`src/rtl/roi_pool_capture_ctrl.sv`:
```
// ROI max-pool capture controller: arms on request, waits for frame start,
// max-pools a fixed ROI into an OUT_DIM x OUT_DIM image and writes it row-major
// to the classifier input buffer, then holds DONE until acknowledged.
module roi_pool_capture_ctrl #(
    parameter int unsigned H_ACTIVE = 640,
    parameter int unsigned V_ACTIVE = 480,
    parameter int unsigned ROI_X0   = 180,
    parameter int unsigned ROI_Y0   = 100,
    parameter int unsigned POOL     = 10,
    parameter int unsigned OUT_DIM  = 28
) (
    input  logic       iCLK,
    input  logic       iRST_N,
    input  logic       iSTART,
    input  logic       iFRAME_START,
    input  logic       iPIX_VALID,
    input  logic [7:0] iPIX,
    output logic       oWR_EN,
    output logic [9:0] oWR_ADDR,
    output logic [7:0] oWR_DATA,
    output logic       oBUSY,
    output logic       oDONE,
    input  logic       iACK
);

    localparam int unsigned ADDR_W    = 10;
    localparam int unsigned DATA_W    = 8;
    localparam int unsigned XW        = $clog2(H_ACTIVE + 1);
    localparam int unsigned YW        = $clog2(V_ACTIVE + 1);
    localparam int unsigned CW        = (OUT_DIM > 1) ? $clog2(OUT_DIM) : 1;
    localparam int unsigned ROI_W     = POOL * OUT_DIM;
    localparam int unsigned LAST_ADDR = OUT_DIM * OUT_DIM - 1;

    localparam logic [XW-1:0]     X_LAST  = XW'(H_ACTIVE - 1);
    localparam logic [YW-1:0]     Y_LAST  = YW'(V_ACTIVE - 1);
    localparam logic [XW-1:0]     X_LO    = XW'(ROI_X0);
    localparam logic [XW-1:0]     X_HI    = XW'(ROI_X0 + ROI_W);
    localparam logic [YW-1:0]     Y_LO    = YW'(ROI_Y0);
    localparam logic [YW-1:0]     Y_HI    = YW'(ROI_Y0 + ROI_W);
    localparam logic [XW-1:0]     PX_LAST = XW'(POOL - 1);
    localparam logic [YW-1:0]     PY_LAST = YW'(POOL - 1);
    localparam logic [ADDR_W-1:0] A_LAST  = ADDR_W'(LAST_ADDR);

    typedef enum logic [1:0] {
        S_IDLE    = 2'd0,
        S_ARM     = 2'd1,
        S_CAPTURE = 2'd2,
        S_DONE    = 2'd3
    } state_e;

    state_e state_q, state_d;

    // Pixel coordinates plus position within the pooling grid (sub = offset in
    // window, blk = window index); blk/sub are only meaningful inside the ROI.
    logic [XW-1:0] x_q, x_d, xs_q, xs_d, xb_q, xb_d;
    logic [YW-1:0] y_q, y_d, ys_q, ys_d, yb_q, yb_d;

    logic [DATA_W-1:0] acc_q [OUT_DIM];
    logic [DATA_W-1:0] acc_d [OUT_DIM];

    logic              wr_en_q, wr_en_d;
    logic [ADDR_W-1:0] wr_addr_q, wr_addr_d;
    logic [DATA_W-1:0] wr_data_q, wr_data_d;
    logic              busy_q, busy_d;
    logic              done_q, done_d;

    logic              fs_c;
    logic [XW-1:0]     px_c, pxs_c, pxb_c;
    logic [YW-1:0]     py_c, pys_c, pyb_c;
    logic              line_end_c;
    logic              in_roi_c;
    logic              blk_end_c;
    logic              restart_c;
    logic              proc_c;
    logic              wr_fire_c;
    logic              done_go_c;
    logic [CW-1:0]     col_c;
    logic [DATA_W-1:0] acc_cur_c;
    logic [DATA_W-1:0] pool_max_c;

    // Effective coordinates of the current pixel; frame start forces (0,0).
    always_comb begin
        fs_c  = iFRAME_START & iPIX_VALID;
        px_c  = fs_c ? '0 : x_q;
        pxs_c = fs_c ? '0 : xs_q;
        pxb_c = fs_c ? '0 : xb_q;
        py_c  = fs_c ? '0 : y_q;
        pys_c = fs_c ? '0 : ys_q;
        pyb_c = fs_c ? '0 : yb_q;
    end

    // Coordinate and pooling-grid advance on each valid pixel.
    always_comb begin
        x_d        = x_q;
        xs_d       = xs_q;
        xb_d       = xb_q;
        y_d        = y_q;
        ys_d       = ys_q;
        yb_d       = yb_q;
        line_end_c = (px_c == X_LAST);
        if (iPIX_VALID) begin
            x_d = line_end_c ? '0 : px_c + XW'(1);
            if (x_d == X_LO) begin
                xs_d = '0;
                xb_d = '0;
            end else if (pxs_c == PX_LAST) begin
                xs_d = '0;
                xb_d = pxb_c + XW'(1);
            end else begin
                xs_d = pxs_c + XW'(1);
                xb_d = pxb_c;
            end
            if (line_end_c) begin
                y_d = (py_c == Y_LAST) ? '0 : py_c + YW'(1);
                if (y_d == Y_LO) begin
                    ys_d = '0;
                    yb_d = '0;
                end else if (pys_c == PY_LAST) begin
                    ys_d = '0;
                    yb_d = pyb_c + YW'(1);
                end else begin
                    ys_d = pys_c + YW'(1);
                    yb_d = pyb_c;
                end
            end else begin
                y_d  = py_c;
                ys_d = pys_c;
                yb_d = pyb_c;
            end
        end
    end

    // Pooling datapath: column max accumulators and write generation.
    always_comb begin
        done_go_c  = (state_q == S_CAPTURE) && wr_en_q && (wr_addr_q == A_LAST);
        restart_c  = fs_c && ((state_q == S_ARM) || (state_q == S_CAPTURE));
        proc_c     = iPIX_VALID && !done_go_c &&
                     ((state_q == S_CAPTURE) || ((state_q == S_ARM) && fs_c));
        in_roi_c   = (px_c >= X_LO) && (px_c < X_HI) && (py_c >= Y_LO) && (py_c < Y_HI);
        blk_end_c  = (pxs_c == PX_LAST) && (pys_c == PY_LAST);
        col_c      = pxb_c[CW-1:0];
        acc_cur_c  = restart_c ? '0 : acc_q[col_c];
        pool_max_c = (iPIX > acc_cur_c) ? iPIX : acc_cur_c;
        wr_fire_c  = proc_c && in_roi_c && blk_end_c;

        acc_d = acc_q;
        if (restart_c) begin
            for (int unsigned i = 0; i < OUT_DIM; i++) begin
                acc_d[i] = '0;
            end
        end
        if (proc_c && in_roi_c) begin
            acc_d[col_c] = blk_end_c ? '0 : pool_max_c;
        end

        wr_en_d   = wr_fire_c;
        wr_addr_d = wr_addr_q;
        wr_data_d = wr_data_q;
        if (wr_fire_c) begin
            wr_addr_d = ADDR_W'(32'(pyb_c) * OUT_DIM + 32'(pxb_c));
            wr_data_d = pool_max_c;
        end
    end

    // FSM state register.
    always_ff @(posedge iCLK or negedge iRST_N) begin
        if (!iRST_N) begin
            state_q <= S_IDLE;
        end else begin
            state_q <= state_d;
        end
    end

    // FSM next-state logic.
    always_comb begin
        state_d = state_q;
        case (state_q)
            S_IDLE:    if (iSTART) state_d = S_ARM;
            S_ARM:     if (fs_c) state_d = S_CAPTURE;
            S_CAPTURE: if (done_go_c) state_d = S_DONE;
            S_DONE:    if (iACK) state_d = iSTART ? S_ARM : S_IDLE;
            default:   state_d = S_IDLE;
        endcase
    end

    // FSM status outputs, decoded from the next state and registered.
    always_comb begin
        busy_d = (state_d == S_ARM) || (state_d == S_CAPTURE);
        done_d = (state_d == S_DONE);
    end

    // Datapath, accumulator and output registers.
    always_ff @(posedge iCLK or negedge iRST_N) begin
        if (!iRST_N) begin
            x_q       <= '0;
            xs_q      <= '0;
            xb_q      <= '0;
            y_q       <= '0;
            ys_q      <= '0;
            yb_q      <= '0;
            wr_en_q   <= 1'b0;
            wr_addr_q <= '0;
            wr_data_q <= '0;
            busy_q    <= 1'b0;
            done_q    <= 1'b0;
            for (int unsigned i = 0; i < OUT_DIM; i++) begin
                acc_q[i] <= '0;
            end
        end else begin
            x_q       <= x_d;
            xs_q      <= xs_d;
            xb_q      <= xb_d;
            y_q       <= y_d;
            ys_q      <= ys_d;
            yb_q      <= yb_d;
            wr_en_q   <= wr_en_d;
            wr_addr_q <= wr_addr_d;
            wr_data_q <= wr_data_d;
            busy_q    <= busy_d;
            done_q    <= done_d;
            for (int unsigned i = 0; i < OUT_DIM; i++) begin
                acc_q[i] <= acc_d[i];
            end
        end
    end

    assign oWR_EN   = wr_en_q;
    assign oWR_ADDR = wr_addr_q;
    assign oWR_DATA = wr_data_q;
    assign oBUSY    = busy_q;
    assign oDONE    = done_q;

endmodule

```
`config.mk`:
```
export PLATFORM = sky130hd
export DESIGN_NAME = roi_pool_capture_ctrl
export DESIGN_NICKNAME = d
export VERILOG_FILES = /design/src/rtl/roi_pool_capture_ctrl.sv
export SDC_FILE = /design/constraint.sdc
export NUM_CORES = 1
export LEC_CHECK = 0
export ABC_AREA = 1
export ABC_CLOCK_PERIOD_IN_PS = 4600
export BUFFER_PORTS_ARGS = -buffer_cell sky130_fd_sc_hd__buf_4
export CORE_MARGIN = 2
export CORE_UTILIZATION = 55
export CTS_CLUSTER_DIAMETER = 150
export CTS_CLUSTER_SIZE = 20
export DETAILED_ROUTE_END_ITERATION = 8
export PLACE_DENSITY = 0.71
export SYNTH_ARGS = -nofsm -noshare
export SYNTH_HDL_FRONTEND = slang
export SYNTH_SLANG_ARGS = --single-unit
export TNS_END_PERCENT = 10
```
`constraint.sdc`:
```
create_clock -name iCLK -period 4.6 [get_ports iCLK]
set_clock_uncertainty 0.1 [all_clocks]
set_input_delay 0.92 -clock iCLK [delete_from_list [all_inputs] [get_ports iCLK]]
set_output_delay 0.92 -clock iCLK [all_outputs]
set_load 0.005 [all_outputs]
```
==> flow_summary.json <==
{
  "outcome": "finished, final reports clean",
  "grt.total_usage_pct": 32.08,
  "synthArstFlopShare_pct": 100.0,
  "yosysWarnings": 0,
  "power.density_mw_per_mm2": 302.9,
  "netSwitchingFraction_pct": 34.26,
  "synth_area_leader_cell": "dfrtp_1",
  "cp-startpoint": "iPIX_VALID",
  "clk_pin_slew_ns": 0.09,
  "route.detailed.wl_per_inst_um": 19.09,
  "synth_edf_count": 0,
  "fillers": 2847,
  "p_comb_share_pct": 23.5,
  "synth_area_mm2": 0.01783,
  "seqPwrFrac_pct": 47.2,
  "synth.most_common_cell": "nand2_1",
  "seqCellArea_mm2": 0.007586,
  "chipHeight_um": 184.0,
  "cts_resized": 0,
  "slew_violations": 0,
  "routed_via_density": 6.079,
  "dr.pass1.iters": 6,
  "finalSetupViolCount": 0,
  "core-area_mm2": 0.03172,
  "cp.required_ns": 4.97,
  "grt_overflow": 0,
  "end_kind": "flop",
  "clock_latency_ns": 0.55,
  "ys_seq_area_share_pct": 42.54,
  "via_count": 16979,
  "path_max_fanout": 19,
  "hold_viol": 0,
  "die-area_mm2": 0.03387,
  "fin_nets": 2456,
  "ant_nets": 0,
  "htreeDepth": 1,
  "drv_cap": 0,
  "worst_slew_pin_slew_ns": 1.134,
  "rows": 65,
  "grt_pass1_vias": 16259,
  "dpl.hpwl_um": 34110,
  "start_util_pct": 56.20,
  "yosys.cell_types.count": 38,
  "arrival_ns": 4.54,
  "yosysTopAreaCellShare_pct": 42.54,
  "grt_antenna_before_repair": 0,
  "drive_above_1_share_pct": 8.407,
  "drc": 0,
  "rsz0062_at_grt": "false",
  "syn_avg_cell_area_um2": 7.387,
  "peakVddDrop_uv": 260.1,
  "synth_common_cells": "nand2_1, nand3_1, dfrtp_1",
  "ioPinCount": 35,
  "drt_wl_total_um": 53330,
  "internal_power_mw": 3.820,
  "cts_setup_buffers": 0,
  "fin_crit_ns": 4.168,
  "design_area_mm2": 0.01918,
  "grt_max_degree": 225,
  "gp_congestion": 0.9404,
  "cts_buffers": 19,
  "maxSlewHeadroom_pct": 24.37,
  "tritoncts": "done",
  "ys_top_cells_by_area": "dfrtp_1, nand3_1, nand2_1, ha_1, inv_1",
  "finalSetupTns_ns": 0,
  "dieWidth_um": 184.0,
  "clock_path_buffers": 3,
  "fin_crit_sh_pct": 90.60,
  "power.share.clock_pct": 29.3,
  "cts_sinks": 303,
  "syn_nets": 2479,
  "cp-start-kind": "input pin",
  "port_buffers": 34,
  "diodes": 0,
  "netlist_instances": 2413,
  "switching_power_mw": 1.991,
  "fmax_mhz": 239.9,
  "r2r_start": "xb_q[1]",
  "cts_root_buf": "clkbuf_16",
  "holdBufCountCts": 0,
  "hold_path.class": "in -> async",
  "dominantRegCellSynth": "dfrtp_1",
  "syn2layout_area_growth_pct": 7.608,
  "grt_pass1_wl_um": 86620,
  "crit_type": "in -> reg",
  "p_leak_nw": 9.764,
  "place_area_mm2": 0.01867,
  "ys_ff_latch": 303,
  "drt_iter0_drc": 2039,
  "multi_input_area_mm2": 0.009081
}
## metrics by stage
stage	setup slack [ns]	power (mW)	hold slack, ns	std cells	utilization (%)
after global placement	0.1519	4.120	0.3635	2771	58.88
after CTS	0.6080	5.810	0.3885	2793	60.48
final	0.4324	5.811	0.3734	2793	60.48
after global routing	0.2740	6.043	0.4036	2793	60.48
after detailed placement	0.1073	4.132	0.3653	2771	58.88
after floorplan	0.08604	3.583	0.3491	2413	-
## worst paths after layout
path | to | cells after the start | slack [ns]
worst max-delay path | acc_q[1] | 23 | 0.43
worst min register to register | xb_q[4] | 2 | 0.39
worst min-delay path | y_q[5] | 1 | 0.37
max in group asynchronous | acc_q[89] | 2 | 3.02
worst max register to register | acc_q[1] | 19 | 0.58
min in group iCLK | xb_q[4] | 2 | 0.39
## cell families after synthesis
logic type      synth area share (%)
xor+xnor                       1.720
buf+inv                        6.661
fa+ha+maj                      3.945
compound gates                 4.233
simple gates                   40.91
flops                          42.54
## registers in the layout (all words and copies together) (netlist names), 2 cells and up
name and cells:
y_q 9, acc_q 224, yb_q 8, oWR_ADDR 10
x_q 10, xs_q 10, oWR_DATA 8, state_q 2
xb_q 10, ys_q 9
## cell type report
type / count / share of cell area, %
Multi-Input combinational cell: 1813 / 47.34
Clock buffer: 20 / 2.498
Clock inverter: 2 / 0.1500
Tap cell: 402 / 2.622
Sequential cell: 303 / 39.55
Timing Repair Buffer: 99 / 4.827
Inverter: 154 / 3.014
## power groups by stage
stage | Clock [mW] | Combinational, mW | Sequential [mW]
2_1_floorplan | 0 | 0.798 | 2.79
3_3_place_gp | 0 | 1.33 | 2.79
3_5_place_dp | 0 | 1.34 | 2.79
4_1_cts | 1.73 | 1.34 | 2.74
5_1_grt | 1.82 | 1.47 | 2.75
6_report | 1.70 | 1.37 | 2.74
## layer usage
metal	up-vias	track usage, %	part of all wire, %
li1	7948	-	-
met1	8159	43.82	42
met2	759	52.00	47
met3	113	5.170	8.0
met4	0	11.23	3.5
met5	-	0	0
## placed cells by master (no fill, tap or decap), types with 5 or more instances in the layout
master / count
o21ai_1: 21
xnor2_1: 7
nand4_1: 42
inv_1: 116
xor2_1: 28
nor2_4: 31
a21oi_1: 47
nor2_1: 100
buf_4: 84
dfrtp_1: 302
clkbuf_16: 19
o21ai_0: 52
buf_12: 14
o22ai_1: 9
fa_1: 7
nand3b_1: 10
inv_2: 35
nand3_1: 672
nand2_1: 697
ha_1: 45
nand2_4: 5
nor3_1: 14
## worst max-delay path: stages
cell and delay [ns]:
buf_4 0.10, nand2_4 0.17, nand2_4 0.24, buf_4 0.31, nand2_1 0.09, nand3_1 0.09, nand2_1 0.12, nand2_1 0.09
nand3_1 0.13, a21oi_1 0.29, nand2_1 0.11, ha_1 0.30, nand2_1 0.07, nor2_1 0.16, nand2_1 0.07, o211ai_1 0.07
nand2_1 0.17, inv_1 0.22, nand2_1 0.08, nand2_1 0.10, buf_4 0.31, nand3_1 0.14, nand2_1 0.14
Power figures use the tool's default switching activity.
